**src/rtl/stack_cmd_master.sv**
```systemverilog
// Command-driven initiator for a we/delta/wd/rd RAM stack: turns host PEEK/PUSH/POP/REPLACE
// commands into stack cycles, tracks depth, and answers over a valid/ready response channel.
module stack_cmd_master #(
  parameter int unsigned WIDTH = 16,
  parameter int unsigned DEPTH = 512,
  localparam int unsigned AW = $clog2(DEPTH)
) (
  input  logic             clk,
  input  logic             rst,
  input  logic             cmd_valid,
  output logic             cmd_ready,
  input  logic [1:0]       cmd_op,
  input  logic [WIDTH-1:0] cmd_data,
  output logic             rsp_valid,
  input  logic             rsp_ready,
  output logic [WIDTH-1:0] rsp_data,
  output logic             rsp_err,
  output logic [AW-1:0]    depth,
  output logic             empty,
  output logic             full,
  output logic             stk_we,
  output logic [1:0]       stk_delta,
  output logic [WIDTH-1:0] stk_wd,
  input  logic [WIDTH-1:0] stk_rd
);

  localparam logic [1:0] OP_PEEK    = 2'b00;
  localparam logic [1:0] OP_PUSH    = 2'b01;
  localparam logic [1:0] OP_POP     = 2'b10;
  localparam logic [1:0] OP_REPLACE = 2'b11;

  localparam logic [1:0] DELTA_HOLD = 2'b00;
  localparam logic [1:0] DELTA_PUSH = 2'b01;
  localparam logic [1:0] DELTA_POP  = 2'b11;

  localparam logic [AW-1:0] DEPTH_MAX = AW'(DEPTH - 1);

  typedef enum logic [1:0] {
    S_IDLE,
    S_ISSUE,
    S_SETTLE,
    S_RESP
  } state_t;

  state_t           r_state,     w_state_nxt;
  logic [1:0]       r_op,        w_op_nxt;
  logic [WIDTH-1:0] r_wdata,     w_wdata_nxt;
  logic [WIDTH-1:0] r_rdata,     w_rdata_nxt;
  logic             r_err,       w_err_nxt;
  logic [AW-1:0]    r_depth,     w_depth_nxt;
  logic             r_empty,     w_empty_nxt;
  logic             r_full,      w_full_nxt;
  logic             r_cmd_ready, w_cmd_ready_nxt;
  logic             r_rsp_valid, w_rsp_valid_nxt;
  logic [WIDTH-1:0] r_rsp_data,  w_rsp_data_nxt;
  logic             r_rsp_err,   w_rsp_err_nxt;
  logic             r_stk_we,    w_stk_we_nxt;
  logic [1:0]       r_stk_delta, w_stk_delta_nxt;
  logic [WIDTH-1:0] r_stk_wd,    w_stk_wd_nxt;

  logic w_accept;
  logic w_cmd_err;

  assign w_accept  = cmd_valid & r_cmd_ready;
  // PUSH can only overflow; every other op needs something on the stack.
  assign w_cmd_err = (cmd_op == OP_PUSH) ? r_full : r_empty;

  always_comb begin
    w_state_nxt     = r_state;
    w_op_nxt        = r_op;
    w_wdata_nxt     = r_wdata;
    w_rdata_nxt     = r_rdata;
    w_err_nxt       = r_err;
    w_depth_nxt     = r_depth;
    w_cmd_ready_nxt = r_cmd_ready;
    w_rsp_valid_nxt = r_rsp_valid;
    w_rsp_data_nxt  = r_rsp_data;
    w_rsp_err_nxt   = r_rsp_err;
    w_stk_we_nxt    = 1'b0;
    w_stk_delta_nxt = DELTA_HOLD;
    w_stk_wd_nxt    = r_stk_wd;

    case (r_state)
      S_IDLE: begin
        if (w_accept) begin
          w_state_nxt     = S_ISSUE;
          w_op_nxt        = cmd_op;
          w_wdata_nxt     = cmd_data;
          w_rdata_nxt     = stk_rd;
          w_err_nxt       = w_cmd_err;
          w_cmd_ready_nxt = 1'b0;
          w_stk_wd_nxt    = cmd_data;
          if (!w_cmd_err) begin
            w_stk_we_nxt = (cmd_op == OP_PUSH) || (cmd_op == OP_REPLACE);
            case (cmd_op)
              OP_PUSH: w_stk_delta_nxt = DELTA_PUSH;
              OP_POP:  w_stk_delta_nxt = DELTA_POP;
              default: w_stk_delta_nxt = DELTA_HOLD;
            endcase
          end
        end
      end
      S_ISSUE: begin
        w_state_nxt = S_SETTLE;
        if (!r_err && r_op == OP_PUSH) w_depth_nxt = r_depth + AW'(1);
        if (!r_err && r_op == OP_POP)  w_depth_nxt = r_depth - AW'(1);
      end
      S_SETTLE: begin
        // Reads return the pre-op top sampled at acceptance; writes echo their data.
        w_state_nxt     = S_RESP;
        w_rsp_valid_nxt = 1'b1;
        w_rsp_err_nxt   = r_err;
        if (r_err)
          w_rsp_data_nxt = '0;
        else if (r_op == OP_PEEK || r_op == OP_POP)
          w_rsp_data_nxt = r_rdata;
        else
          w_rsp_data_nxt = r_wdata;
      end
      S_RESP: begin
        if (rsp_ready) begin
          w_state_nxt     = S_IDLE;
          w_rsp_valid_nxt = 1'b0;
          w_cmd_ready_nxt = 1'b1;
        end
      end
      default: w_state_nxt = S_IDLE;
    endcase

    w_empty_nxt = (w_depth_nxt == '0);
    w_full_nxt  = (w_depth_nxt == DEPTH_MAX);
  end

  always_ff @(posedge clk) begin
    if (rst) begin
      r_state     <= S_IDLE;
      r_op        <= OP_PEEK;
      r_wdata     <= '0;
      r_rdata     <= '0;
      r_err       <= 1'b0;
      r_depth     <= '0;
      r_empty     <= 1'b1;
      r_full      <= 1'b0;
      r_cmd_ready <= 1'b1;
      r_rsp_valid <= 1'b0;
      r_rsp_data  <= '0;
      r_rsp_err   <= 1'b0;
      r_stk_we    <= 1'b0;
      r_stk_delta <= DELTA_HOLD;
      r_stk_wd    <= '0;
    end else begin
      r_state     <= w_state_nxt;
      r_op        <= w_op_nxt;
      r_wdata     <= w_wdata_nxt;
      r_rdata     <= w_rdata_nxt;
      r_err       <= w_err_nxt;
      r_depth     <= w_depth_nxt;
      r_empty     <= w_empty_nxt;
      r_full      <= w_full_nxt;
      r_cmd_ready <= w_cmd_ready_nxt;
      r_rsp_valid <= w_rsp_valid_nxt;
      r_rsp_data  <= w_rsp_data_nxt;
      r_rsp_err   <= w_rsp_err_nxt;
      r_stk_we    <= w_stk_we_nxt;
      r_stk_delta <= w_stk_delta_nxt;
      r_stk_wd    <= w_stk_wd_nxt;
    end
  end

  assign cmd_ready = r_cmd_ready;
  assign rsp_valid = r_rsp_valid;
  assign rsp_data  = r_rsp_data;
  assign rsp_err   = r_rsp_err;
  assign depth     = r_depth;
  assign empty     = r_empty;
  assign full      = r_full;
  assign stk_we    = r_stk_we;
  assign stk_delta = r_stk_delta;
  assign stk_wd    = r_stk_wd;

endmodule

```
**config.mk**
```make
export PLATFORM = sky130hd
export DESIGN_NAME = stack_cmd_master
export DESIGN_NICKNAME = d
export VERILOG_FILES = /design/src/rtl/stack_cmd_master.sv
export SDC_FILE = /design/constraint.sdc
export NUM_CORES = 1
export LEC_CHECK = 0
export ABC_CLOCK_PERIOD_IN_PS = 3000
export BUFFER_PORTS_ARGS = -buffer_cell sky130_fd_sc_hd__buf_4
export CAP_MARGIN = 20
export CORE_ASPECT_RATIO = 2
export CORE_MARGIN = 4
export CORE_UTILIZATION = 36
export DETAILED_ROUTE_END_ITERATION = 8
export HOLD_SLACK_MARGIN = 0.06
export PLACE_DENSITY = 0.63
export SLEW_MARGIN = 20
export SYNTH_ARGS = -nofsm -noshare
export SYNTH_HDL_FRONTEND = slang
export SYNTH_SLANG_ARGS = --single-unit
```
**constraint.sdc**
```tcl
create_clock -name clk -period 3 [get_ports clk]
set_clock_uncertainty 0.2 [all_clocks]
set_input_delay 0.6 -clock clk [delete_from_list [all_inputs] [get_ports clk]]
set_output_delay 0.6 -clock clk [all_outputs]
set_load 0.02 [all_outputs]
```
== After elaboration in Yosys (flattened, before gate mapping) ==
Cells that the tools add are included.
W data, S select, Z words.
Storage, ports and cells
  memories: 0
  word-level logic and storage cells: 60
  input port bits: 38
  output and inout port bits: 49
  bits in registers: 70
  bits in read-only memories: 0
  bits in latches: 0
  bits in writable memories: 0
Cells by class
  eq/ne operators: 11
  bitwise logic cells: 3
  reductions and logical operators: 15
  $add $sub $neg: 2
  $lt $le $gt $ge: 0
  div/mod/pow operators: 0
  multipliers: 0
  mux-type cells: 15
  shift-type cells: 0
Operators with widths (count)
  $mux W16: 2
  $mux W9: 3
  $eq A2 B2 Y1 const B: 5
  $add A9 B1 Y9 const B: 1
  $eq A9 B9 Y1 const B: 1
  $logic_not A9 Y1: 1
  $sub A9 B1 Y9 const B: 1
  $pmux W2 S4: 1
  $eq A2 B1 Y1 const B: 3
  $reduce_and A2 Y1: 3
  $logic_not A2 Y1: 2
  $mux W1: 4
  $mux W2: 2
  $ne A2 B2 Y1 const B: 2
  $pmux W1 S2: 2
  $pmux W2 S2: 1
  $reduce_bool A2 Y1: 2
  $reduce_or A4 Y1: 1
  $reduce_and A3 Y1: 1
  $logic_and A1 B1 Y1: 2
  $logic_or A1 B1 Y1: 2
  $not A1 Y1: 2
  $and A1 B1 Y1: 1
  $logic_not A1 Y1: 1

== Logic depth before layout (Yosys ltp) ==
Gate-level depths: netlist (run 1).
  word-level depth: 6
  depth in mapped cells: 9
  depth with buffers taken out: 8

== Worst setup path after synthesis (run 1) ==
OpenSTA, ideal clock, no wires.
  path type: flip-flop to flip-flop
  start: reg r_depth[0], in the netlist depth[0]
  end: reg r_full, in the netlist full
  arrival: 2234 ps
  required time: 2712 ps
  buffers on the path: 1
  library setup time: 88 ps
  stages on the path, launching flop included: 10
  setup slack: 478 ps
  clock period less this slack: 2522 ps
  cells stage by stage: dfxtp_1 > clkbuf_1 > inv_1 > ha_1 > nor3b_1 > o21ai_0 > nor2_1 > xnor2_1 > or4_1 > nor4_2
Between the ends
  word-level cells in the longest chain between the ends: 5
  elaborated cells between the ends (all ways): 6
  classes of those cells: 2 x add/sub; 1 x eq/ne; 3 x mux
RTL lines
  start: declaration: RTL line 50  | logic [AW-1:0] r_depth, w_depth_nxt;
  start signal: assignment: RTL line 157  | r_depth <= w_depth_nxt;
  $add A9 B1 Y9: RTL line 105  | if (!r_err && r_op == OP_PUSH) w_depth_nxt = r_depth + AW'(1);
  $mux W9: RTL line 105
  $mux W9: RTL line 106  | if (!r_err && r_op == OP_POP) w_depth_nxt = r_depth - AW'(1);
  $mux W9 (*): RTL line 83  | case (r_state)
  $eq A9 B9 Y1 (*): RTL line 131  | w_full_nxt = (w_depth_nxt == DEPTH_MAX);
  end signal: assignment: RTL line 159  | r_full <= w_full_nxt;
  end: declaration: RTL line 52  | logic r_full, w_full_nxt;
Mark *: on every way between the ends. The rest lies on a longest branch, timed or not.
A chain may end at the register's enable or synchronous reset.

== Worst setup path in the final report (run 1) ==
  start: reg r_op[1]
  end: reg r_full, in the netlist full
Between the ends
  word-level cells in the longest chain between the ends: 6
  elaborated cells between the ends (all ways): 8
  classes of those cells: 3 x eq/ne; 3 x mux; 2 x reduce/logical
RTL lines
  start: declaration: RTL line 46  | logic [1:0] r_op, w_op_nxt;
  start signal: assignment: RTL line 153  | r_op <= w_op_nxt;
  $eq A2 B1 Y1: RTL line 105
  $logic_and A1 B1 Y1: RTL line 105
  $mux W9: RTL line 105
  $mux W9 (*): RTL line 106
  $mux W9 (*): RTL line 83
  $eq A9 B9 Y1 (*): RTL line 131
Marked as above.

==> impl_metrics.yaml, run 1 <==
status:
  outcome: "finished, final reports clean"
grt:
  grt_start_max_net_pins: 54
  global_route_wire_length_before_repair_um: 13460
  grt.overflow.total: 0
  grt_pass1_vias: 2774
  antenna_violations_before_repair: 0
  grtUsageTotal_pct: 16.94
finish:
  mostFrequentLayoutCell: "sky130_fd_sc_hd__buf_4"
  layout.cells.most_common_list: "93 x sky130_fd_sc_hd__buf_4, 75 x sky130_fd_sc_hd__nand2_1, 70 x sky130_fd_sc_hd__dfxtp_1, 56 x sky130_fd_sc_hd__a21oi_1, 35 x sky130_fd_sc_hd__nor2_1"
  combined_area_of_the_multi_input_logic_cells_um2: 1584
  layout.filler_cells: 830
  register_area_um2: 1401
  final_cell_area_um2: 4212
  drive_gt1_share_pct: 28.60
  num-nets-final: 501
  finish.cell_count_without_fillers: 556
  diodes: 0
  area_growth_pct: 34.91
worst_setup_path:
  critPathRequiredTime_ns: 3.04
  critical_path.top_delay_family: "simple AND/OR/NAND/NOR gates"
  timing.critical_path.arrival_ns: 2.69
  critical_path_buf_inv_count: 0
  critical_path.startpoint_type: "flip-flop"
  reg2regPathDepth: 6
  worst_reg_to_reg_setup_slack_ns: 0.35
  cpMaxStageDelayCell: "sky130_fd_sc_hd__or3b_1"
  path_cells: "or3b_1 > o21ai_0 > nor2_1 > xnor2_1 > or4_1 > nor4_2"
  criticalPathCategory: "flip-flop to flip-flop"
  regToRegEndpoint: "full"
  timing.rr.start: "r_op[1]"
  cpPeakStageDelay_ns: 0.55
  end_kind: "flip-flop"
  path_max_fanout: 11
place:
  globalplace.congestion: 0.8687
  post-dp-hpwl_um: 6090
  buffer_ports.inserted: 86
  placed_cells: 540
  placed_instance_area_um2: 3840
drt:
  iteration_0_drc_count_of_the_detailed_router: 123
  post-route-drc-count: 0
  drt-total-wl_um: 8244
  dr_total_vias: 2769
  wire_per_inst_um: 14.83
  drtAntennaViolNets: 0
  routed_via_density: 4.980
  firstDrtPassIters: 4
logic_synthesis:
  synthesized_area_fraction_occupied_by_ao_oa_aoi_and_oai_cells_pct: 12.30
  synth_simple_gate_area_share_pct: 23.33
  seq_area_frac_synth_pct: 44.89
  area_of_the_mapped_netlist_um2: 3122
  synthDistinctLibCells: 38
  ys.warnings.count: 0
  postSynth.topFlopCell: "sky130_fd_sc_hd__dfxtp_1"
  number_of_synthesized_flops_with_an_enable_pin: 0
  async_flop_share_pct: 0
  yosys_reg_bits: 70
  synth_fa_ha_area_share_pct: 4.008
  synth_fp_nets: 422
  syn-mean-instance-area_um2: 8.347
  synth_top_family_by_area: "simple AND/OR/NAND/NOR gates"
  postSynthCellCount: 374
  yosys.area_share.xor_xnor_pct: 2.244
  synth.area.mux_share_pct: 8.858
cts:
  clock-sinks: 70
  cts_hold_buffers: 0
  postCtsSetupBuffers: 0
  htreeDepth: 3
  cts_root_buf: "sky130_fd_sc_hd__clkbuf_16"
  clk_transition_reported_paths_ns: 0.06
  cts_resized: 0
  cts-buffers-inserted: 9
  cts_tree: "yes"
  cts_buffer_depth: 2
  clk-insertion-delay-late_ns: 0.33
sta:
  worst_slew_pin_slew_ns: 0.6445
  timing.fmax_ghz: 0.3768
  min_period_ns: 2.654
  slew_viol_final: 0
  grt_setup_unrepaired: "false"
  slew_headroom_pct: 57.04
  min_period_over_period_pct: 88.46
  setup_violations: 0
  finalHoldViolCount: 0
  hold_slack_ns: 0.2519
  setup_tns_ns: 0
min_path:
  min_path_cells: 2
  holdCritPathClass: "flip-flop to flip-flop"
  hold_start: "r_rdata[8]"
  min_delay_worst_endpoint: "r_rdata[8]"
floorplanning:
  dieWidth_um: 73.85
  floorplan_core_area_um2: 8351
  start_util_pct: 37.38
  die_outline_area_um2: 10320
  top_level_ports: 87
  core.rowCount: 47
  floorplan.die.height_um: 139.7
power_and_ir_drop:
  power_density_nw_per_um2: 820.7
  comb_power_share_pct: 28.0
  switching_share_pct: 31.27
  irDropWorstVdd_mv: 0.4775
  sequentialPowerShare_pct: 34.1
  internal_power_mw: 2.376
  total_power_mw: 3.456
  cellLeakagePower_nw: 1.830
  net-switching-power_mw: 1.081
  portion_of_total_power_attributed_to_the_clock_network_pct: 37.9
flow_run:
  number_of_maximum_capacitance_violations: 0
## metrics by stage
step / setup WS, ns / utilization (%)
2_1_floorplan: 0.4783 / -
3_3_place_gp: 0.4254 / 45.98
3_5_place_dp: 0.3676 / 45.98
4_1_cts: 0.3504 / 50.43
5_1_grt: 0.1967 / 50.43
6_report: 0.3463 / 50.43
## tightest hold or removal path: cells and delay by family, from the launching register on
kind	cells	cell delay (ns)
flops	1	0.30
compound gates	1	0.05
simple gates	1	0.05
## final cells by class
type | count | share of cell area, %
Sequential cell | 70 | 33.27
Inverter | 9 | 0.8021
Timing Repair Buffer | 93 | 16.58
Clock inverter | 6 | 3.149
Clock buffer | 10 | 5.674
Tap cell | 98 | 2.911
Multi-Input combinational cell | 270 | 37.61
## layer usage
layer / GRT usage (%) / vias up / routed length [um] / part of all wire (%)
met2: 30.76 / 66 / 4717 / 57
li1: - / 1400 / - / -
met1: 17.34 / 1291 / 2950 / 36
met4: 7.641 / 0 / 197 / 2.4
met3: 4.332 / 12 / 378 / 4.6
met5: 0 / - / 0 / 0
## power by group through the flow
stage | registers [mW] | clock network [mW] | logic (mW)
6_report | 1.18 | 1.31 | 0.968
5_1_grt | 1.20 | 1.37 | 1.09
4_1_cts | 1.18 | 1.33 | 0.988
3_5_place_dp | 1.20 | 0 | 0.985
3_3_place_gp | 1.19 | 0 | 0.972
2_1_floorplan | 1.25 | 0 | 0.586
## cells in the mapped netlist, types with 2 or more instances
master                     instances  share of area (%)
sky130_fd_sc_hd__mux2_2           19                6.9
sky130_fd_sc_hd__nor4_1            3               0.60
sky130_fd_sc_hd__or3_1             2               0.40
sky130_fd_sc_hd__clkbuf_1         20                2.4
sky130_fd_sc_hd__a211oi_1          2               0.48
sky130_fd_sc_hd__o21ai_0           2               0.32
sky130_fd_sc_hd__nand2_1          75                9.0
sky130_fd_sc_hd__buf_1             3               0.36
sky130_fd_sc_hd__dfxtp_1          70                 45
sky130_fd_sc_hd__inv_1             9                1.1
sky130_fd_sc_hd__a41oi_1           2               0.56
sky130_fd_sc_hd__nor2b_1          27                5.4
sky130_fd_sc_hd__a21oi_1          56                9.0
sky130_fd_sc_hd__nand3_1           4               0.64
sky130_fd_sc_hd__ha_1             10                4.0
sky130_fd_sc_hd__and3_1            2               0.40
sky130_fd_sc_hd__mux2i_1           4                1.3
sky130_fd_sc_hd__xor2_1            4                1.1
sky130_fd_sc_hd__nor3_1            4               0.64
sky130_fd_sc_hd__nor2_1           35                4.2
sky130_fd_sc_hd__xnor2_1           4                1.1
## worst max-delay path by stage
stage	startpoint	end	cells past startpoint	slack [ns]
2_1_floorplan	depth[0]	full	9	0.48
3_3_place_gp	r_op[1]	full	6	0.43
3_5_place_dp	r_op[1]	full	6	0.37
4_1_cts	r_op[1]	full	6	0.35
5_1_grt	r_op[1]	full	6	0.20
6_report	r_op[1]	full	6	0.35
## registers in the layout, summed over array words and instances (netlist names)
signal	cells
r_err	1
stk_wd	16
depth	9
full	1
r_op	2
r_state	2
r_rdata	16
rsp_data	16
rsp_err	1
cmd_ready	1
rsp_valid	1
empty	1
stk_we	1
stk_delta	2
## cells by family (layout without fill, tap and decap cells)
| kind of cell | after synthesis | in the layout |
|---|---|---|
| AOI/OAI and AO/OA | 69 | 69 |
| muxes | 24 | 24 |
| buffers and inverters | 34 | 118 |
| xor gates and xnor gates | 8 | 8 |
| DFF | 70 | 70 |
| adders and majority gates | 10 | 10 |
| and+or+nand+nor | 159 | 159 |
Note: power is estimated with default switching activity, not from simulation.
==> inputs of run 2 (changes only) <==
--- a/config.mk
+++ b/config.mk
@@ -10,10 +10,10 @@
 export CAP_MARGIN = 20
 export CORE_ASPECT_RATIO = 2
 export CORE_MARGIN = 4
-export CORE_UTILIZATION = 36
+export CORE_UTILIZATION = 50
 export DETAILED_ROUTE_END_ITERATION = 8
 export HOLD_SLACK_MARGIN = 0.06
-export PLACE_DENSITY = 0.63
+export PLACE_DENSITY = 0.81
 export SLEW_MARGIN = 20
 export SYNTH_ARGS = -nofsm -noshare
 export SYNTH_HDL_FRONTEND = slang
==> constraint.sdc (replaced) <==
create_clock -name clk -period 3 [get_ports clk]
set_clock_uncertainty 0.2 [all_clocks]
set_input_delay 0.45 -clock clk [delete_from_list [all_inputs] [get_ports clk]]
set_output_delay 0.45 -clock clk [all_outputs]
set_load 0.02 [all_outputs]
==> run 2 against run 1 <==
Fmax fell by 0.17%. Total power fell by 9.1%. Non-clock buffer count fell by 2. Routed wire length fell by 3.5%. Count of clock-buffer cells in the layout rose by 1. Setup slack got worse by 0.0044 ns. Cell count fell by 2.9%. Flip-flop and latch count did not move. Design area fell by 2.9%. Via count rose by 1.3%. Combinational power fell by 1%. Clock power fell by 23%. Critical endpoint unchanged. Largest cell class unchanged.
==> impl_metrics.yaml, run 2 (synthesized netlist as in run 1, its figures left out) <==
worst_setup_path:
  critical_path_buf_inv_count: 0
  cpMaxStageDelayCell: "sky130_fd_sc_hd__or4_1"
  cpPeakStageDelay_ns: 0.58
  regToRegEndpoint: "full"
  critPathRequiredTime_ns: 3.05
  critical_path.startpoint_type: "flip-flop"
  timing.rr.start: "r_op[1]"
  path_max_fanout: 11
  path_cells: "or3b_1 > and3_1 > o211ai_2 > xor2_1 > or4_1 > nor4_2"
  criticalPathCategory: "flip-flop to flip-flop"
  reg2regPathDepth: 6
  worst_reg_to_reg_setup_slack_ns: 0.34
  critical_path.top_delay_family: "simple AND/OR/NAND/NOR gates"
  end_kind: "flip-flop"
  timing.critical_path.arrival_ns: 2.71
grt:
  grt.overflow.total: 0
  grt_start_max_net_pins: 70
  global_route_wire_length_before_repair_um: 13210
  grtUsageTotal_pct: 22.21
  antenna_violations_before_repair: 0
  grt_pass1_vias: 2861
sta:
  setup_tns_ns: 0
  slew_headroom_pct: 41.08
  timing.fmax_ghz: 0.3762
  slew_viol_final: 0
  worst_slew_pin_slew_ns: 0.8839
  min_period_ns: 2.658
  hold_slack_ns: 0.1600
  finalHoldViolCount: 0
  min_period_over_period_pct: 88.60
  grt_setup_unrepaired: "false"
  setup_violations: 0
drt:
  wire_per_inst_um: 14.73
  firstDrtPassIters: 4
  met3_length_um: 335
  topRoutingLayerUsed: "met4"
  drt-total-wl_um: 7954
  dr_total_vias: 2804
  routed_via_density: 5.193
  wirelength_met1_um: 2829
  iteration_0_drc_count_of_the_detailed_router: 107
  drtAntennaViolNets: 0
  dr_wl_met2_um: 4417
  post-route-drc-count: 0
cts:
  cts_resized: 0
  cts_hold_buffers: 0
  postCtsSetupBuffers: 0
  clk-insertion-delay-late_ns: 0.34
  clk_transition_reported_paths_ns: 0.05
  cts_buffer_depth: 2
  cts_tree: "yes"
  cts_root_buf: "sky130_fd_sc_hd__clkbuf_16"
  cts-buffers-inserted: 9
  htreeDepth: 3
  clock-sinks: 70
finish:
  area_growth_pct: 31.02
  combined_area_of_the_multi_input_logic_cells_um2: 1584
  diodes: 0
  layout.cells.most_common_list: "91 x sky130_fd_sc_hd__buf_4, 75 x sky130_fd_sc_hd__nand2_1, 70 x sky130_fd_sc_hd__dfxtp_1, 56 x sky130_fd_sc_hd__a21oi_1, 35 x sky130_fd_sc_hd__nor2_1"
  mostFrequentLayoutCell: "sky130_fd_sc_hd__buf_4"
  num-nets-final: 499
  layout.filler_cells: 524
  register_area_um2: 1401
  drive_gt1_share_pct: 27.85
floorplanning:
  floorplan.die.height_um: 119.7
  die_outline_area_um2: 7648
  floorplan_core_area_um2: 6056
  core.rowCount: 40
  top_level_ports: 87
  dieWidth_um: 63.87
  start_util_pct: 51.55
power_and_ir_drop:
  cellLeakagePower_nw: 1.785
  power_density_nw_per_um2: 768.4
  irDropWorstVdd_mv: 0.4796
place:
  globalplace.congestion: 0.8234
  buffer_ports.inserted: 86
  post-dp-hpwl_um: 5551
min_path:
  hold_start: "stk_rd[6]"
  holdCritPathClass: "primary input to flip-flop"
  min_path_cells: 3
  min_delay_worst_endpoint: "r_rdata[6]"
flow_run:
  number_of_maximum_capacitance_violations: 0
status:
  outcome: "finished, final reports clean"
## run 2: per-stage QoR
step	cells	total power, mW	setup WS [ns]	cell area (um2)	utilization [%]
after global routing	540	3.331	0.08625	4090	67.54
final	540	3.143	0.3419	4090	67.54
after CTS	540	3.168	0.3425	4090	67.54
after detailed placement	524	2.154	0.3787	3807	62.87
after global placement	524	2.121	0.4445	3807	62.87
after floorplan	374	1.832	0.4783	3122	-
## run 2: cell type report
cell class | instances | area share (%)
flip-flops and latches | 70 | 34.26
clock buffers | 11 | 5.690
multi-input cells | 270 | 38.73
repair buffers | 91 | 16.70
well taps | 84 | 2.570
clock inverters | 5 | 1.224
inverters | 9 | 0.8259
## run 2: worst max-delay path by stage
stage             start  endpoint  slack (ns)  cells past startpoint
3_3_place_gp    r_op[1]      full        0.44                      6
3_5_place_dp    r_op[1]      full        0.38                      6
6_report        r_op[1]      full        0.34                      6
5_1_grt         r_op[1]      full        0.09                      6
2_1_floorplan  depth[0]      full        0.48                      9
4_1_cts         r_op[1]      full        0.34                      6
## run 2: metal layers
layer	track usage, %	vias to the layer above
li1	-	1394
met1	22.22	1303
met2	39.40	80
met3	3.933	27
met4	16.78	0
met5	0	-
## run 2: power breakdown
part / internal, mW / switching, mW
clock network: 0.637 / 0.377
registers: 1.07 / 0.108
logic: 0.388 / 0.567
## run 2: worst register-to-register path, stage by stage, from the launching register on
cell and delay (ns):
sky130_fd_sc_hd__dfxtp_1 0.49, sky130_fd_sc_hd__or3b_1 0.54, sky130_fd_sc_hd__and3_1 0.26, sky130_fd_sc_hd__o211ai_2 0.17, sky130_fd_sc_hd__xor2_1 0.12, sky130_fd_sc_hd__or4_1 0.58
sky130_fd_sc_hd__nor4_2 0.21
==> inputs of run 3 (changes only) <==
--- a/config.mk
+++ b/config.mk
@@ -8,9 +8,9 @@
 export ABC_CLOCK_PERIOD_IN_PS = 3000
 export BUFFER_PORTS_ARGS = -buffer_cell sky130_fd_sc_hd__buf_4
 export CAP_MARGIN = 20
-export CORE_ASPECT_RATIO = 2
 export CORE_MARGIN = 4
 export CORE_UTILIZATION = 50
+export CTS_CLUSTER_DIAMETER = 80
 export DETAILED_ROUTE_END_ITERATION = 8
 export HOLD_SLACK_MARGIN = 0.06
 export PLACE_DENSITY = 0.81
==> run 3 against run 2 <==
Die area fell by 1.0%. Count of clock-buffer cells in the layout did not move. First-iteration DRC count rose by 61%. Combinational power fell by 0.4%. Design area fell by 0.40%. Register-to-register slack got worse by 0.02 ns. Clock power barely moved. Sequential share of layout area rose by 0.14 points. Routed wire length fell by 4.5%. Cell count fell by 1.5%. Fmax fell by 0.57%. Global-route usage fell by 0.99 points. Largest power group unchanged.
==> impl_metrics.yaml, run 3 (synthesized netlist as in run 1, its figures left out) <==
cts:
  cts_hold_buffers: 0
  cts_buffer_depth: 2
  clk-insertion-delay-late_ns: 0.34
  postCtsSetupBuffers: 0
  htreeDepth: 3
  clk_transition_reported_paths_ns: 0.08
  cts_resized: 0
  cts-buffers-inserted: 9
  clock-sinks: 70
  cts_root_buf: "sky130_fd_sc_hd__clkbuf_8"
  cts_tree: "yes"
drt:
  routed_via_density: 5.139
  wire_per_inst_um: 14.28
  dr_total_vias: 2734
  firstDrtPassIters: 4
  post-route-drc-count: 0
  drt-total-wl_um: 7598
  iteration_0_drc_count_of_the_detailed_router: 172
  drtAntennaViolNets: 0
finish:
  register_area_um2: 1401
  layout.filler_cells: 494
  diodes: 0
  layout.cells.most_common_list: "92 x sky130_fd_sc_hd__buf_4, 75 x sky130_fd_sc_hd__nand2_1, 70 x sky130_fd_sc_hd__dfxtp_1, 56 x sky130_fd_sc_hd__a21oi_1, 35 x sky130_fd_sc_hd__nor2_1"
  finish.cell_count_without_fillers: 532
  drive_gt1_share_pct: 28.23
  combined_area_of_the_multi_input_logic_cells_um2: 1584
  area_growth_pct: 30.50
  num-nets-final: 500
  mostFrequentLayoutCell: "sky130_fd_sc_hd__buf_4"
worst_setup_path:
  end_kind: "flip-flop"
  critPathRequiredTime_ns: 3.05
  cpMaxStageDelayCell: "sky130_fd_sc_hd__or3b_1"
  cpPeakStageDelay_ns: 0.55
  worst_reg_to_reg_setup_slack_ns: 0.33
  criticalPathCategory: "flip-flop to flip-flop"
  path_cells: "or3b_1 > and3_1 > o211ai_2 > xor2_1 > or4_1 > nor4_2"
  critical_path_buf_inv_count: 0
  timing.critical_path.arrival_ns: 2.72
  critical_path.startpoint_type: "flip-flop"
  path_max_fanout: 11
  critical_path.top_delay_family: "simple AND/OR/NAND/NOR gates"
grt:
  grtUsageTotal_pct: 21.22
  antenna_violations_before_repair: 0
  grt_start_max_net_pins: 51
  grt.overflow.total: 0
  global_route_wire_length_before_repair_um: 12700
  grt_pass1_vias: 2680
place:
  post-dp-hpwl_um: 5227
  buffer_ports.inserted: 86
  placed_cells: 516
  dp_worst_setup_slack_ns: 0.3311
  globalplace.congestion: 0.8577
floorplanning:
  core.rowCount: 28
  floorplan.die.height_um: 87.02
  dieWidth_um: 87.02
  die_outline_area_um2: 7572
  top_level_ports: 87
  floorplan_core_area_um2: 5991
  start_util_pct: 52.11
sta:
  setup_tns_ns: 0
  slew_headroom_pct: 64.99
  min_period_over_period_pct: 89.11
  slew_viol_final: 0
  grt_setup_unrepaired: "false"
  timing.fmax_ghz: 0.3741
  finalHoldViolCount: 0
  final.setup.worst_slack_ns: 0.3267
  setup_violations: 0
  worst_slew_pin_slew_ns: 0.5251
  min_period_ns: 2.673
power_and_ir_drop:
  cellLeakagePower_nw: 1.781
  irDropWorstVdd_mv: 0.4692
  power_density_nw_per_um2: 771.4
  total_power_mw: 3.143
status:
  outcome: "finished, final reports clean"
min_path:
  holdCritPathClass: "primary input to flip-flop"
flow_run:
  number_of_maximum_capacitance_violations: 0
## run 3: path summary, 6_finish.rpt
path,startpoint,to,cells past startpoint
max reg2reg,r_op[1],full,6
max,r_op[1],full,6
min reg2reg,r_rdata[15],r_rdata[15],2
min,cmd_data[5],stk_wd[5],3
## run 3: area by class of cell
cell class                 count  area share, %
multi-input combinational    270          38.88
sequential                    70          34.40
timing repair buffer          92          16.95
clock buffer                  11          3.471
clock inverter                 5          3.163
tap                           75          2.303
inverter                       9         0.8292
## run 3: per-stage QoR
| step | hold slack (ns) | utilization (%) | area, um2 |
|---|---|---|---|
| 2_1_floorplan | 0.2338 | - | 3122 |
| 3_3_place_gp | 0.2395 | 63.49 | 3804 |
| 3_5_place_dp | 0.2457 | 63.49 | 3804 |
| 4_1_cts | 0.1386 | 68.00 | 4074 |
| 5_1_grt | 0.1413 | 68.00 | 4074 |
| 6_report | 0.1452 | 68.00 | 4074 |
## run 3: metal layers
layer,global-route usage (%),routed length (um),up-vias
met5,0,0,-
met4,7.790,115,0
met3,5.866,489,11
met2,34.51,3622,70
met1,26.79,3371,1252
li1,-,-,1401
## run 3: tightest hold or removal path, stage by stage
cell and delay (ns):
sky130_fd_sc_hd__buf_4 0.11, sky130_fd_sc_hd__nand2_1 0.04, sky130_fd_sc_hd__a21oi_1 0.05
## run 3: where the power goes
group,internal [mW],switching (mW),leakage (nW),total (mW)
sequential,1.06,0.106,0.569,1.17
combinational,0.386,0.565,1.08,0.951
clock,0.663,0.360,0.134,1.02
total,2.11,1.03,1.78,3.14
